===== config.mk =====
export PLATFORM = sky130hd
export DESIGN_NAME = rv32i_pipe_chain
export DESIGN_NICKNAME = d
export VERILOG_FILES = /design/src/rtl/rv32i_pkg.sv /design/src/rtl/rv32i_pipe_stage.sv /design/src/rtl/rv32i_pipe_chain.sv
export SDC_FILE = /design/constraint.sdc
export NUM_CORES = 1
export LEC_CHECK = 0
export ABC_AREA = 1
export CELL_PAD_IN_SITES_DETAIL_PLACEMENT = 2
export CELL_PAD_IN_SITES_GLOBAL_PLACEMENT = 2
export CORE_ASPECT_RATIO = 1.4
export CORE_MARGIN = 2
export CORE_UTILIZATION = 29
export DETAILED_ROUTE_END_ITERATION = 8
export PLACE_DENSITY_LB_ADDON = 0.1
export REMOVE_ABC_BUFFERS = 1
export SLEW_MARGIN = 25
export SYNTH_ARGS = -nofsm -noshare
export SYNTH_HDL_FRONTEND = slang
export SYNTH_SLANG_ARGS = --single-unit

===== constraint.sdc =====
create_clock -name clk -period 21.7 [get_ports clk]
set_clock_uncertainty 0.1 [all_clocks]
set_input_delay 3.255 -clock clk [delete_from_list [all_inputs] [get_ports clk]]
set_output_delay 3.255 -clock clk [all_outputs]
set_load 0.05 [all_outputs]

===== src/rtl/rv32i_pkg.sv =====
// Shared RV32I decode definitions: type codes, bubble constants, stage select.
package rv32i_pkg;
  localparam int TYPE_W = 4;
  localparam int XLEN   = 32;

  // Decoded type codes, shared with rv32i_decoder.
  localparam logic [TYPE_W-1:0] TYPE_NONE = 4'd0;
  localparam logic [TYPE_W-1:0] TYPE_R    = 4'd1;
  localparam logic [TYPE_W-1:0] TYPE_I    = 4'd2;
  localparam logic [TYPE_W-1:0] TYPE_S    = 4'd3;
  localparam logic [TYPE_W-1:0] TYPE_B    = 4'd4;
  localparam logic [TYPE_W-1:0] TYPE_U    = 4'd5;
  localparam logic [TYPE_W-1:0] TYPE_J    = 4'd6;
  localparam logic [TYPE_W-1:0] TYPE_LOAD = 4'd7;
  localparam logic [TYPE_W-1:0] TYPE_SYS  = 4'd8;

  // A bubble is an invalid, fully zeroed bundle.
  localparam logic              BUBBLE_VALID = 1'b0;
  localparam logic [XLEN-1:0]   BUBBLE_WORD  = '0;
  localparam logic [TYPE_W-1:0] BUBBLE_TYPE  = '0;

  // What a stage register does at the next edge.
  typedef enum logic [1:0] {
    SEL_HOLD,
    SEL_BUBBLE,
    SEL_PREV
  } stage_sel_e;
endpackage


===== src/rtl/rv32i_pipe_stage.sv =====
// One pipeline stage register: hold, load a bubble, or load the previous stage.
module rv32i_pipe_stage
  import rv32i_pkg::*;
#(
  parameter int WIDTH  = 32,
  parameter int TYPE_W = rv32i_pkg::TYPE_W
) (
  input  logic              clk,
  input  logic              reset,
  input  logic              hold,
  input  logic              load_bubble,
  input  logic              load_prev,
  input  logic              prev_valid,
  input  logic [WIDTH-1:0]  prev_inst,
  input  logic [WIDTH-1:0]  prev_imm,
  input  logic [TYPE_W-1:0] prev_type,
  output logic              q_valid,
  output logic [WIDTH-1:0]  q_inst,
  output logic [WIDTH-1:0]  q_imm,
  output logic [TYPE_W-1:0] q_type
);

  // Stage register; hold wins over bubble, bubble wins over load.
  always_ff @(posedge clk or posedge reset) begin
    if (reset) begin
      q_valid <= BUBBLE_VALID;
      q_inst  <= '0;
      q_imm   <= '0;
      q_type  <= '0;
    end else if (!hold) begin
      if (load_bubble) begin
        q_valid <= BUBBLE_VALID;
        q_inst  <= '0;
        q_imm   <= '0;
        q_type  <= '0;
      end else if (load_prev) begin
        q_valid <= prev_valid;
        q_inst  <= prev_inst;
        q_imm   <= prev_imm;
        q_type  <= prev_type;
      end
    end
  end

endmodule


===== src/rtl/rv32i_pipe_chain.sv =====
// In-order pipeline register chain with stall, flush and retire counter.
module rv32i_pipe_chain
  import rv32i_pkg::*;
#(
  parameter int WIDTH        = 32,
  parameter int TYPE_W       = rv32i_pkg::TYPE_W,
  parameter int DEPTH        = 3,
  parameter int HOLD_STAGE   = 0,
  parameter int FLUSH_STAGES = 2
) (
  input  logic                    clk,
  input  logic                    reset,
  input  logic                    in_valid,
  input  logic [WIDTH-1:0]        in_inst,
  input  logic [WIDTH-1:0]        in_imm,
  input  logic [TYPE_W-1:0]       in_type,
  input  logic                    stall,
  input  logic                    flush,
  output logic                    in_ready,
  output logic [DEPTH-1:0]        stage_valid,
  output logic [DEPTH*WIDTH-1:0]  stage_inst,
  output logic [DEPTH*WIDTH-1:0]  stage_imm,
  output logic [DEPTH*TYPE_W-1:0] stage_type,
  output logic [31:0]             retire_count
);

  if (DEPTH < 2 || DEPTH > 8) begin : g_bad_depth
    $error("rv32i_pipe_chain: DEPTH must be in 2..8");
  end
  if (HOLD_STAGE < 0 || HOLD_STAGE >= DEPTH) begin : g_bad_hold
    $error("rv32i_pipe_chain: HOLD_STAGE must be in 0..DEPTH-1");
  end
  if (FLUSH_STAGES < 1 || FLUSH_STAGES > DEPTH) begin : g_bad_flush
    $error("rv32i_pipe_chain: FLUSH_STAGES must be in 1..DEPTH");
  end

  logic [DEPTH-1:0]             sv;
  logic [DEPTH-1:0][WIDTH-1:0]  si;
  logic [DEPTH-1:0][WIDTH-1:0]  sm;
  logic [DEPTH-1:0][TYPE_W-1:0] st;
  stage_sel_e                   sel [DEPTH];
  logic [31:0]                  retire_q;

  assign in_ready = !stall || flush;

  // Per-stage select: flush dominates stall; a stall parks a bubble just past the held group.
  always_comb begin
    for (int k = 0; k < DEPTH; k++) begin
      sel[k] = SEL_PREV;
      if (flush) begin
        sel[k] = (k < FLUSH_STAGES) ? SEL_BUBBLE : SEL_PREV;
      end else if (stall) begin
        if (k <= HOLD_STAGE)          sel[k] = SEL_HOLD;
        else if (k == HOLD_STAGE + 1) sel[k] = SEL_BUBBLE;
        else                          sel[k] = SEL_PREV;
      end else if (k == 0) begin
        sel[k] = in_valid ? SEL_PREV : SEL_BUBBLE;
      end
    end
  end

  for (genvar k = 0; k < DEPTH; k++) begin : g_stage
    logic              p_valid;
    logic [WIDTH-1:0]  p_inst;
    logic [WIDTH-1:0]  p_imm;
    logic [TYPE_W-1:0] p_type;

    if (k == 0) begin : g_head
      assign p_valid = in_valid;
      assign p_inst  = in_inst;
      assign p_imm   = in_imm;
      assign p_type  = in_type;
    end else begin : g_body
      assign p_valid = sv[k-1];
      assign p_inst  = si[k-1];
      assign p_imm   = sm[k-1];
      assign p_type  = st[k-1];
    end

    rv32i_pipe_stage #(.WIDTH(WIDTH), .TYPE_W(TYPE_W)) u_stage (
      .clk         (clk),
      .reset       (reset),
      .hold        (sel[k] == SEL_HOLD),
      .load_bubble (sel[k] == SEL_BUBBLE),
      .load_prev   (sel[k] == SEL_PREV),
      .prev_valid  (p_valid),
      .prev_inst   (p_inst),
      .prev_imm    (p_imm),
      .prev_type   (p_type),
      .q_valid     (sv[k]),
      .q_inst      (si[k]),
      .q_imm       (sm[k]),
      .q_type      (st[k])
    );
  end

  // Count a retire whenever a valid oldest bundle is replaced (a flush does not cancel it).
  always_ff @(posedge clk or posedge reset) begin
    if (reset) retire_q <= '0;
    else if (sv[DEPTH-1] && sel[DEPTH-1] != SEL_HOLD) retire_q <= retire_q + 32'd1;
  end

  assign stage_valid  = sv;
  assign stage_inst   = si;
  assign stage_imm    = sm;
  assign stage_type   = st;
  assign retire_count = retire_q;

endmodule


# Yosys cells after proc, flatten, opt, wreduce, memory -nomap -nowiden
# Index checks and enable logic that the tools add are counted.
dict set report totals {
  register_bits 239
  inputBits 73
  output_inout_bits 240
  word_cells 49
}
dict set report classes {
  addsub 1
  n_eq_ne 4
  n_mux 21
  bitwise_logic 2
  n_reduce_logical 8
}
# op count
set op_table {}
lappend op_table {{2-to-1 mux 32 bit} 8}
lappend op_table {{adder 32 x 1 -> 32 bit, second input constant} 1}
lappend op_table {{2-to-1 mux 4 bit} 4}
lappend op_table {{2-to-1 mux 2 bit} 5}
lappend op_table {{== test 2 x 1 -> 1 bit, second input constant} 2}
lappend op_table {{== test 2 bit, second input constant} 2}
lappend op_table {{logical NOT 2 bit} 2}
lappend op_table {{2-to-1 mux 1 bit} 4}
lappend op_table {{AND reduction 2 bit} 2}
lappend op_table {{nonzero test 2 bit} 2}
lappend op_table {{inverter 1 bit} 2}
lappend op_table {{logical NOT 1 bit} 1}
lappend op_table {{logical OR 1 bit} 1}

# Logic depth before layout (Yosys ltp)
# Gate-level depths: netlist of run 1.
dict set report depth {
  word_depth 6
  depth_mapped 9
  ltp_nobuf 8
}

# Hierarchy
# Synthesis of run 1 repeated with hierarchy kept, for this count alone.
dict set report hier_totals {
  hier_cells 1174
  area_unflattened_um2 10381.2
}
# module instances cells_per_inst area_each_um2 seq_area_each_um2
set by_module_without_submodules {}
lappend by_module_without_submodules {rv32i_pipe_stage 3 309 2844.0 1726.7}
lappend by_module_without_submodules {rv32i_pipe_chain 1 247 1849.3 800.8}

# Worst setup path before layout of run 1
# OpenSTA, ideal clock, no wires.
dict set report synth_path {
  path_type {in2out}
  start {input flush}
  end {output in_ready}
  arrival_time_ps 4001
  required_ps 18345
  path_slack_ps 14344
  cell_stages 3
  path_buffers 1
  path_cell_list {inv_1 > nand2_1 > clkbuf_1}
}
dict set report synth_between {
  elab_chain_cells 1
}
# item line_no
set synth_rtl {}
lappend synth_rtl {{start: declaration} rv32i_pipe_chain.sv:18} ;# input logic flush,
lappend synth_rtl {{logical OR 1 bit} rv32i_pipe_chain.sv:44} ;# assign in_ready = !stall || flush;
lappend synth_rtl {{end: declaration} rv32i_pipe_chain.sv:19} ;# output logic in_ready,
# No other way between the ends.

# Worst setup path in the final report of run 1
# Same ends and word-level chain as after synthesis.

==> results_dict.tcl, run 1 <==
set metrics [dict create \
    status "completed" \
    port-buffer-count 312 \
    cts_buffers 27 \
    max_slew.worst_pin.slew_ns 0.937 \
    grt_setup_unrepaired "false" \
    drt-vias-per-instance 4.52 \
    drt-total-wl_mm 30.3 \
    critical_path_buf_inv_count 3 \
    setup_viol 0 \
    root_buffer "clkbuf_16" \
    cp.arrival_ns 4.71 \
    wl_per_cell_um 20.8 \
    worstPathMaxFanout 2 \
    htree_num_levels 1 \
    grt_pass1_wl_mm 46.2 \
    cap_violations 0 \
    yosysSeqAreaShare_pct 71.3 \
    leakage_nw 5.68 \
    pin_count 313 \
    fin_nets 1134 \
    finalCritPeriodShare_pct 37.2 \
    cp-start-kind "input pin" \
    grt_pass1_vias 7642 \
    hold_viol 0 \
    syn_avg_cell_area_um2 11.3 \
    firstDrtPassIters 4 \
    slew_headroom_pct 37.5 \
    max_freq_ghz 0.124 \
    drive_gt1_share_pct 7.06 \
    critPathCaptureType "primary output" \
    initial_core_util_pct 29.5 \
    clk_latency_ns 0.53 \
    min_period_ns 8.07 \
    path_common_cell "clkdlybuf4s50_1" \
    synth_cell_types 27 \
    synthCells 745 \
    antenna_found_initial 5 \
    netlist_top_cells_area "dfrtp_1, nand3_1, inv_1" \
    yosysTopAreaCellShare_pct 71.3 \
    layout_commonest_cell "clkdlybuf4s50_1" \
    irDropWorstVdd_uv 62.3 \
    clk_pin_slew_ns 0.05 \
    cp_cell_sequence "clkdlybuf4s50_1, inv_1, nand2_2, clkdlybuf4s50_1" \
    crit_type "input pin to primary output" \
    yosysTopAreaCell "dfrtp_1" \
    post-route-drc-count 0 \
    ctsResizeCount 0 \
    area_growth_pct 52.2 \
    dp_hpwl_mm 20.9 \
    detail-route-antenna-nets 0 \
    core_area_um2 28400 \
    hold_slack_ns 0.272 \
    place.gp.congestion 0.727 \
    die_w_um 148 \
    crit_family "buffers and inverters" \
    syn_area_um2 8390 \
    yosysWarningCount 0 \
    cp_slowest_cell "clkdlybuf4s50_1" \
    critPathMaxStageDelay_ns 0.80 \
    rows 73 \
    drv_slew 0 \
    critPathRequiredTime_ns 18.35 \
    tns_ns 0 \
    cts_num_sinks 239 \
    final_cell_mix "clkdlybuf4s50_1, dfrtp_1, inv_1" \
    cts_buffer_depth 3 \
    die_h_um 205 \
    ys_seq_elements 239 \
    num_vias 6566 \
    cts_tree "built" \
    cts_post_setup_buffers_inserted 0 \
    grt_max_degree 113 \
    first_iter_violations 267 \
    powerDensity_nw_per_um2 80.7 \
    grt_remaining_overflow 0 \
    hold_class "flop to flop" \
    grt_usage_pct 20.1 \
    hold_buffers 0 \
    design.die.area_um2 30300 \
]
==> power by group <==
part,switching (mW),internal (mW)
logic,0.0753,0.0357
registers,0.00907,0.457
clock network,0.180,0.274
total,0.264,0.766
==> state kept, by name (all words and copies together), names as in the netlist <==
name,count
retire_count,32
g_stage.u_stage.q_type,12
g_stage.u_stage.q_imm,96
g_stage.u_stage.q_inst,96
g_stage.u_stage.q_valid,3
==> worst paths after layout <==
check | start | end | slack, ns | depth (start not counted)
setup / recovery | flush | in_ready | 13.63 | 4
hold / removal | g_stage[1].u_stage.q_imm[7]$_DFFE_PP0P_ | g_stage[2].u_stage.q_imm[7]$_DFF_PP0_ | 0.27 | 0
setup reg to reg | g_stage[2].u_stage.q_valid$_DFF_PP0_ | retire_count[29]$_DFFE_PP0P_ | 19.95 | 7
hold reg to reg | g_stage[1].u_stage.q_imm[7]$_DFFE_PP0P_ | g_stage[2].u_stage.q_imm[7]$_DFF_PP0_ | 0.27 | 0
max in group asynchronous | reset | g_stage[0].u_stage.q_type[0]$_DFFE_PP0P_ | 16.85 | 3
min in group asynchronous | reset | retire_count[6]$_DFFE_PP0P_ | 3.18 | 2
==> worst register-to-register path: cells and delay by family, from the launching register on <==
kind | cells | cell delay (ns)
and+or+nand+nor | 6 | 0.87
buffers and inverters | 1 | 0.04
DFF | 1 | 0.63
==> logic make-up after synthesis <==
kind of cell	count (synthesis)	synth area share [%]
AND/OR/NAND/NOR	284	16.1
flip-flops	239	71.3
buffers and inverters	132	6.25
AO/OA/AOI/OAI	70	4.19
XOR/XNOR	19	1.98
adder cells (fa/ha/maj)	1	0.149
==> through the flow <==
stage	cell area (um2)	cells	worst slack (ns)	util, %	total power [mW]
6_report	12800	1454	13.63	45.0	1.03
5_1_grt	12800	1454	13.58	45.0	1.07
4_1_cts	12800	1451	13.62	44.9	1.05
3_5_place_dp	11900	1406	13.62	41.9	0.587
3_3_place_gp	11900	1406	13.62	41.9	0.586
2_1_floorplan	8240	712	11.79	-	0.533
==> Yosys cell counts <==
cell,instances
buf_6,1
nand3_2,2
xor2_1,8
nand2_4,3
clkbuf_1,21
nand4_1,10
buf_4,4
nor2_2,4
and3_2,1
nor2_4,8
ha_1,1
buf_1,2
nor3_1,2
nand3_1,80
dfrtp_1,239
inv_2,1
xnor2_1,11
nand2_2,6
o22ai_1,1
nor2_1,93
o21ai_0,69
nor2_8,1
buf_2,5
nand3b_1,2
nand2_1,71
nand3_4,1
inv_1,98
==> final cells by class <==
type	count	area [um2]
antenna	3	7.51
tap	375	469
multi-input combinational	374	1890
clock inverter	5	75.1
inverter	99	379
timing repair buffer	319	3170
sequential	239	5980
clock buffer	40	795
fill	2950	15600
==> layer usage <==
| metal | part of all wire [%] | routed length [um] | GRT usage, % |
|---|---|---|---|
| met2 | 56 | 17100 | 38.5 |
| met5 | 0.083 | 25 | 0 |
| met1 | 34 | 10200 | 20.4 |
| met3 | 7.5 | 2260 | 6.47 |
| met4 | 2.3 | 702 | 6.42 |
No activity file was read; power rests on OpenSTA's default activity.
==> run 2, diff against run 1 <==
--- a/config.mk
+++ b/config.mk
@@ -10,7 +10,7 @@
 export CELL_PAD_IN_SITES_GLOBAL_PLACEMENT = 2
 export CORE_ASPECT_RATIO = 1.4
 export CORE_MARGIN = 2
-export CORE_UTILIZATION = 29
+export CORE_UTILIZATION = 27
 export DETAILED_ROUTE_END_ITERATION = 8
 export PLACE_DENSITY_LB_ADDON = 0.1
 export REMOVE_ABC_BUFFERS = 1
==> constraint.sdc (replaced) <==
create_clock -name clk -period 7.8 [get_ports clk]
set_clock_uncertainty 0.1 [all_clocks]
set_input_delay 1.17 -clock clk [delete_from_list [all_inputs] [get_ports clk]]
set_output_delay 1.17 -clock clk [all_outputs]
set_load 0.05 [all_outputs]
==> run 2 against run 1 <==
  * Register-to-register slack worse by 14 ns
  * Sequential power rose to 2.8 times the previous value
  * Wire length down 2.2%
  * Count of clock-buffer cells in the layout up 2
  * First-iteration DRC count down 30%
  * Clock power rose to 2.8 times the previous value
  * Sequential share of layout area down 0.055 points
  * Global-route usage down 1.8 points
  * Utilization down 3.3 points
  * Combinational power rose to 2.8 times the previous value
  * Highest routed layer unchanged
==> results_dict.tcl, run 2 (synthesized netlist as in run 1, its figures left out) <==
set metrics [dict create \
    max_slew.worst_pin.slew_ns 0.910 \
    wl_per_cell_um 20.1 \
    dp_hpwl_mm 20.3 \
    multiInputGateArea_um2 1890 \
    status "completed" \
    die_w_um 153 \
    critPathMaxStageDelay_ns 0.94 \
    critPathRequiredTime_ns 6.53 \
    max_freq_ghz 0.217 \
    pin_count 313 \
    regArea_um2 5980 \
    core_area_um2 30700 \
    cts_buffers 27 \
    dpl.cell_count 1419 \
    cts_num_sinks 239 \
    initial_core_util_pct 27.3 \
    critPathCaptureType "primary output" \
    powerDensity_nw_per_um2 224 \
    cap_violations 0 \
    cp_cell_sequence "clkdlybuf4s50_1, inv_1, nand2_2, buf_4, clkdlybuf4s50_1" \
    setup_viol 0 \
    drt-vias-per-instance 4.46 \
    leakage_nw 5.67 \
    p_seq_share_pct 45.3 \
    cts_post_setup_buffers_inserted 0 \
    design.die.area_um2 32500 \
    tns_ns 0 \
    hold_viol 0 \
    min_period_ns 4.61 \
    clk_latency_ns 0.54 \
    nFillCells 3199 \
    grt_max_degree 147 \
    irDropWorstVdd_uv 152 \
    slew_headroom_pct 39.4 \
    crit_type "input pin to primary output" \
    internal_power_mw 2.11 \
    hold_buffers 0 \
    rows 76 \
    finalCritPeriodShare_pct 59.1 \
    clk_pin_slew_ns 0.06 \
    ctsResizeCount 0 \
    grt_remaining_overflow 0 \
    rr_worst_depth 7 \
    path_common_cell "clkdlybuf4s50_1" \
    num_vias 6559 \
    root_buffer "clkbuf_16" \
    layout_commonest_cell "clkdlybuf4s50_1" \
    cts_tree "built" \
    detail-route-antenna-nets 0 \
    cp_slowest_cell "clkdlybuf4s50_1" \
    cp.arrival_ns 3.34 \
    worstPathMaxFanout 70 \
    drive_gt1_share_pct 7.05 \
    switchingPower_mw 0.751 \
    area_growth_pct 52.4 \
    grt_pass1_wl_mm 45.5 \
    port-buffer-count 312 \
    cp-start-kind "input pin" \
    grt_setup_unrepaired "false" \
    fin_cells 1471 \
    comb_power_share_pct 10.8 \
    place.gp.congestion 0.744 \
    first_iter_violations 187 \
    p_clk_share_pct 43.9 \
    firstDrtPassIters 4 \
    die_h_um 213 \
    grt_pass1_vias 7557 \
    hold_class "flop to flop" \
    cts_buffer_depth 3 \
    fin_nets 1132 \
    htree_num_levels 1 \
    drt-total-wl_mm 29.6 \
    drv_slew 0 \
    swShare_pct 26.3 \
    min_path_cells 0 \
    final_cell_mix "clkdlybuf4s50_1, dfrtp_1, inv_1" \
    finalPower_mw 2.86 \
    grt_usage_pct 18.3 \
    post-route-drc-count 0 \
    antenna_found_initial 4 \
]
-- run 2: metal layers --
| layer | global-route usage (%) | up-vias | wire length [um] |
|---|---|---|---|
| met1 | 19.2 | 3379 | 10400 |
| met3 | 6.18 | 43 | 2280 |
| met4 | 6.16 | 2 | 650 |
| li1 | - | 2946 | - |
| met5 | 0 | - | 13 |
| met2 | 34.0 | 189 | 16300 |
-- run 2: power by group through the flow --
stage,logic (mW),registers [mW],clock network (mW)
global placement,0.312,1.32,0
floorplan,0.0602,1.42,0
global route,0.333,1.30,1.35
CTS,0.316,1.30,1.30
detailed placement,0.314,1.32,0
finish,0.309,1.30,1.25
-- run 2: critical path, delay by kind of cell --
kind,cells,cell delay [ns]
buffers and inverters,4,2.10
AND/OR/NAND/NOR,1,0.05
-- run 2: stage by stage --
| stage | worst slack [ns] | utilization, % | cell area [um2] | hold WS, ns |
|---|---|---|---|---|
| 2_1_floorplan | -0.0298 | - | 8240 | 0.572 |
| 3_3_place_gp | 3.08 | 38.8 | 11900 | 0.255 |
| 3_5_place_dp | 3.11 | 38.8 | 11900 | 0.262 |
| 4_1_cts | 3.10 | 41.6 | 12800 | 0.270 |
| 5_1_grt | 3.03 | 41.6 | 12800 | 0.275 |
| 6_report | 3.19 | 41.6 | 12800 | 0.265 |
-- run 2: path summary, 6_finish.rpt --
check                                                          from                                      end  slack (ns)
max reg2reg                    g_stage[2].u_stage.q_valid$_DFF_PP0_             retire_count[29]$_DFFE_PP0P_        6.01
min in group asynchronous                                     reset             retire_count[11]$_DFFE_PP0P_        1.01
min                        g_stage[1].u_stage.q_imm[13]$_DFFE_PP0P_   g_stage[2].u_stage.q_imm[13]$_DFF_PP0_        0.27
max                                                           flush                                 in_ready        3.19
min reg2reg                g_stage[1].u_stage.q_imm[13]$_DFFE_PP0P_   g_stage[2].u_stage.q_imm[13]$_DFF_PP0_        0.27
max in group asynchronous                                     reset  g_stage[1].u_stage.q_imm[6]$_DFFE_PP0P_        5.31
-- run 2: final cells by class --
| cell class | instances | area share [%] |
|---|---|---|
| antenna | 3 | 0.0587 |
| clock buffer | 42 | 6.27 |
| clock inverter | 7 | 0.519 |
| inverter | 99 | 2.97 |
| multi-input combinational | 374 | 14.8 |
| sequential | 239 | 46.8 |
| tap | 390 | 3.82 |
| timing repair buffer | 317 | 24.8 |
==> run 3, diff against run 2 <==
--- a/config.mk
+++ b/config.mk
@@ -10,7 +10,7 @@
 export CELL_PAD_IN_SITES_GLOBAL_PLACEMENT = 2
 export CORE_ASPECT_RATIO = 1.4
 export CORE_MARGIN = 2
-export CORE_UTILIZATION = 27
+export CORE_UTILIZATION = 24
 export DETAILED_ROUTE_END_ITERATION = 8
 export PLACE_DENSITY_LB_ADDON = 0.1
 export REMOVE_ABC_BUFFERS = 1
==> constraint.sdc (replaced) <==
create_clock -name clk -period 3.87 [get_ports clk]
set_clock_uncertainty 0.1 [all_clocks]
set_input_delay 0.5805 -clock clk [delete_from_list [all_inputs] [get_ports clk]]
set_output_delay 0.5805 -clock clk [all_outputs]
set_load 0.05 [all_outputs]
==> run 3 against run 2 <==
  * Count of clock-buffer cells in the layout is 1 lower
  * Power up 97%
  * First-iteration DRC count is 23% lower
  * Non-clock buffer count is 7 higher
  * Utilization is 4.5 points lower
  * Die area up 12%
  * Wire length rose by 2.7%
  * Worst setup slack lost 2.1 ns
  * Cell count up 4.4%
==> results_dict.tcl, run 3 (synthesized netlist as in run 1, its figures left out) <==
set metrics [dict create \
    pin_count 313 \
    clk_latency_ns 0.54 \
    drive_gt1_share_pct 7.13 \
    switchingPower_mw 1.50 \
    critPathMaxStageDelay_ns 0.93 \
    initial_core_util_pct 24.2 \
    place.gp.congestion 0.704 \
    critPathCaptureType "primary output" \
    num_vias 6575 \
    swShare_pct 26.6 \
    p_clk_share_pct 42.4 \
    min_path_cells 0 \
    grt_max_degree 82 \
    hold_buffers 0 \
    cp.arrival_ns 2.13 \
    slew_headroom_pct 41.8 \
    max_slew.worst_pin.slew_ns 0.874 \
    cts_buffer_depth 3 \
    cp_cell_sequence "clkdlybuf4s50_1" \
    worstHoldStart "g_stage[1].u_stage.q_inst[23]$_DFFE_PP0P_" \
    powerDensity_nw_per_um2 438 \
    antenna_found_initial 4 \
    dp_hpwl_mm 21.9 \
    comb_power_share_pct 11.2 \
    n_antenna_cell 0 \
    drv_slew 0 \
    r2r-end "retire_count[29]$_DFFE_PP0P_" \
    hold_viol 0 \
    fin_nets 1139 \
    cts_buffers 27 \
    design.die.area_um2 36500 \
    p_seq_share_pct 46.4 \
    irDropWorstVdd_uv 298 \
    grt_pass1_vias 7523 \
    dpl_cell_area_um2 12100 \
    timing.rr.start "g_stage[2].u_stage.q_valid$_DFF_PP0_" \
    firstDrtPassIters 4 \
    critPathRequiredTime_ns 3.19 \
    setup_viol 0 \
    area_growth_pct 53.3 \
    grt_setup_unrepaired "false" \
    grt_pass1_wl_mm 46.3 \
    first_iter_violations 144 \
    finalCritPeriodShare_pct 72.6 \
    root_buffer "clkbuf_16" \
    drt-total-wl_mm 30.4 \
    rows 81 \
    drt-vias-per-instance 4.28 \
    rr_worst_depth 7 \
    fin_cells 1536 \
    die_w_um 162 \
    status "completed" \
    layout_commonest_cell "clkdlybuf4s50_1" \
    hold_class "flop to flop" \
    min_to "g_stage[2].u_stage.q_inst[23]$_DFF_PP0_" \
    ctsResizeCount 0 \
    core_area_um2 34700 \
    min_period_ns 2.81 \
    leakage_nw 5.68 \
    finalPower_mw 5.64 \
    cts_tree "built" \
    post-route-drc-count 0 \
    detail-route-antenna-nets 0 \
    grt_remaining_overflow 0 \
    cts_post_setup_buffers_inserted 0 \
    dpl.cell_count 1492 \
    crit_family "buffers and inverters" \
    crit_type "flop to primary output" \
    wl_per_cell_um 19.8 \
    critical_path_buf_inv_count 1 \
    hold_slack_ns 0.273 \
    final_cell_mix "clkdlybuf4s50_1, dfrtp_1, inv_1" \
    worstPathMaxFanout 11 \
    internal_power_mw 4.14 \
    htree_num_levels 1 \
    max_freq_ghz 0.356 \
    final_util_pct 37.1 \
    die_h_um 225 \
    clk_pin_slew_ns 0.06 \
    cp_slowest_cell "clkdlybuf4s50_1" \
    r2r_slack_ns 2.09 \
    design_area_um2 12900 \
    grt_usage_pct 16.8 \
    cp-start-kind "flop" \
    port-buffer-count 312 \
    cap_violations 0 \
    cts_num_sinks 239 \
]
==> run 3: cell count changes in the layout (fill, tap and decap cells not counted), sizes merged <==
cell / previous run / this run
buf: 6 / 13
clkinv: 5 / 2
diode: 3 / 0
bufinv: 1 / 0
clkbuf: 42 / 41
clkinvlp: 1 / 0
inv: 99 / 100
==> run 3: power groups by stage <==
stage | Combinational [mW] | Clock [mW] | Sequential [mW]
global placement | 0.644 | 0 | 2.66
floorplan | 0.121 | 0 | 2.87
finish | 0.633 | 2.39 | 2.61
detailed placement | 0.647 | 0 | 2.66
CTS | 0.649 | 2.49 | 2.62
global route | 0.681 | 2.57 | 2.62
==> run 3: worst reg2reg max path, cell delays in order (launching register included) <==
cell,delay [ns]
dfrtp_1,0.66
nand2_2,0.17
nor2_8,0.17
nand2_4,0.08
nor2_4,0.24
nand4_1,0.12
nand2_1,0.09
inv_1,0.04
==> run 3: metal layers <==
layer / vias to the layer above / wire (um) / global-route usage, %
li1: 2964 / - / -
met1: 3365 / 10900 / 18.2
met2: 198 / 16500 / 31.2
met3: 44 / 2390 / 5.72
met4: 4 / 516 / 3.94
met5: - / 25 / 0
==> run 3: cell type report <==
class	instances	area [um2]
Fill cell	3686	21800
Inverter	99	379
Sequential cell	239	5980
Clock buffer	41	778
Multi-Input combinational cell	374	1890
Clock inverter	3	18.8
Tap cell	456	571
Timing Repair Buffer	324	3250
==> run 3: how the worst max path moves through the flow <==
stage | slack [ns] | depth (start not counted) | endpoint | start
3_5_place_dp | 1.04 | 4 | in_ready | flush
6_report | 1.06 | 1 | stage_valid[2] | g_stage[2].u_stage.q_valid$_DFF_PP0_
2_1_floorplan | -3.37 | 1 | g_stage[0].u_stage.q_imm[0]$_DFFE_PP0P_ | reset
5_1_grt | 0.96 | 1 | stage_valid[2] | g_stage[2].u_stage.q_valid$_DFF_PP0_
4_1_cts | 0.99 | 1 | stage_valid[2] | g_stage[2].u_stage.q_valid$_DFF_PP0_
3_3_place_gp | 1.04 | 4 | in_ready | flush
==> run 3: through the flow <==
step / setup slack, ns / TNS, ns
detailed placement: 1.04 / 0
floorplan: -3.37 / -805.49
global placement: 1.04 / 0
CTS: 0.989 / 0
global route: 0.963 / 0
finish: 1.06 / 0
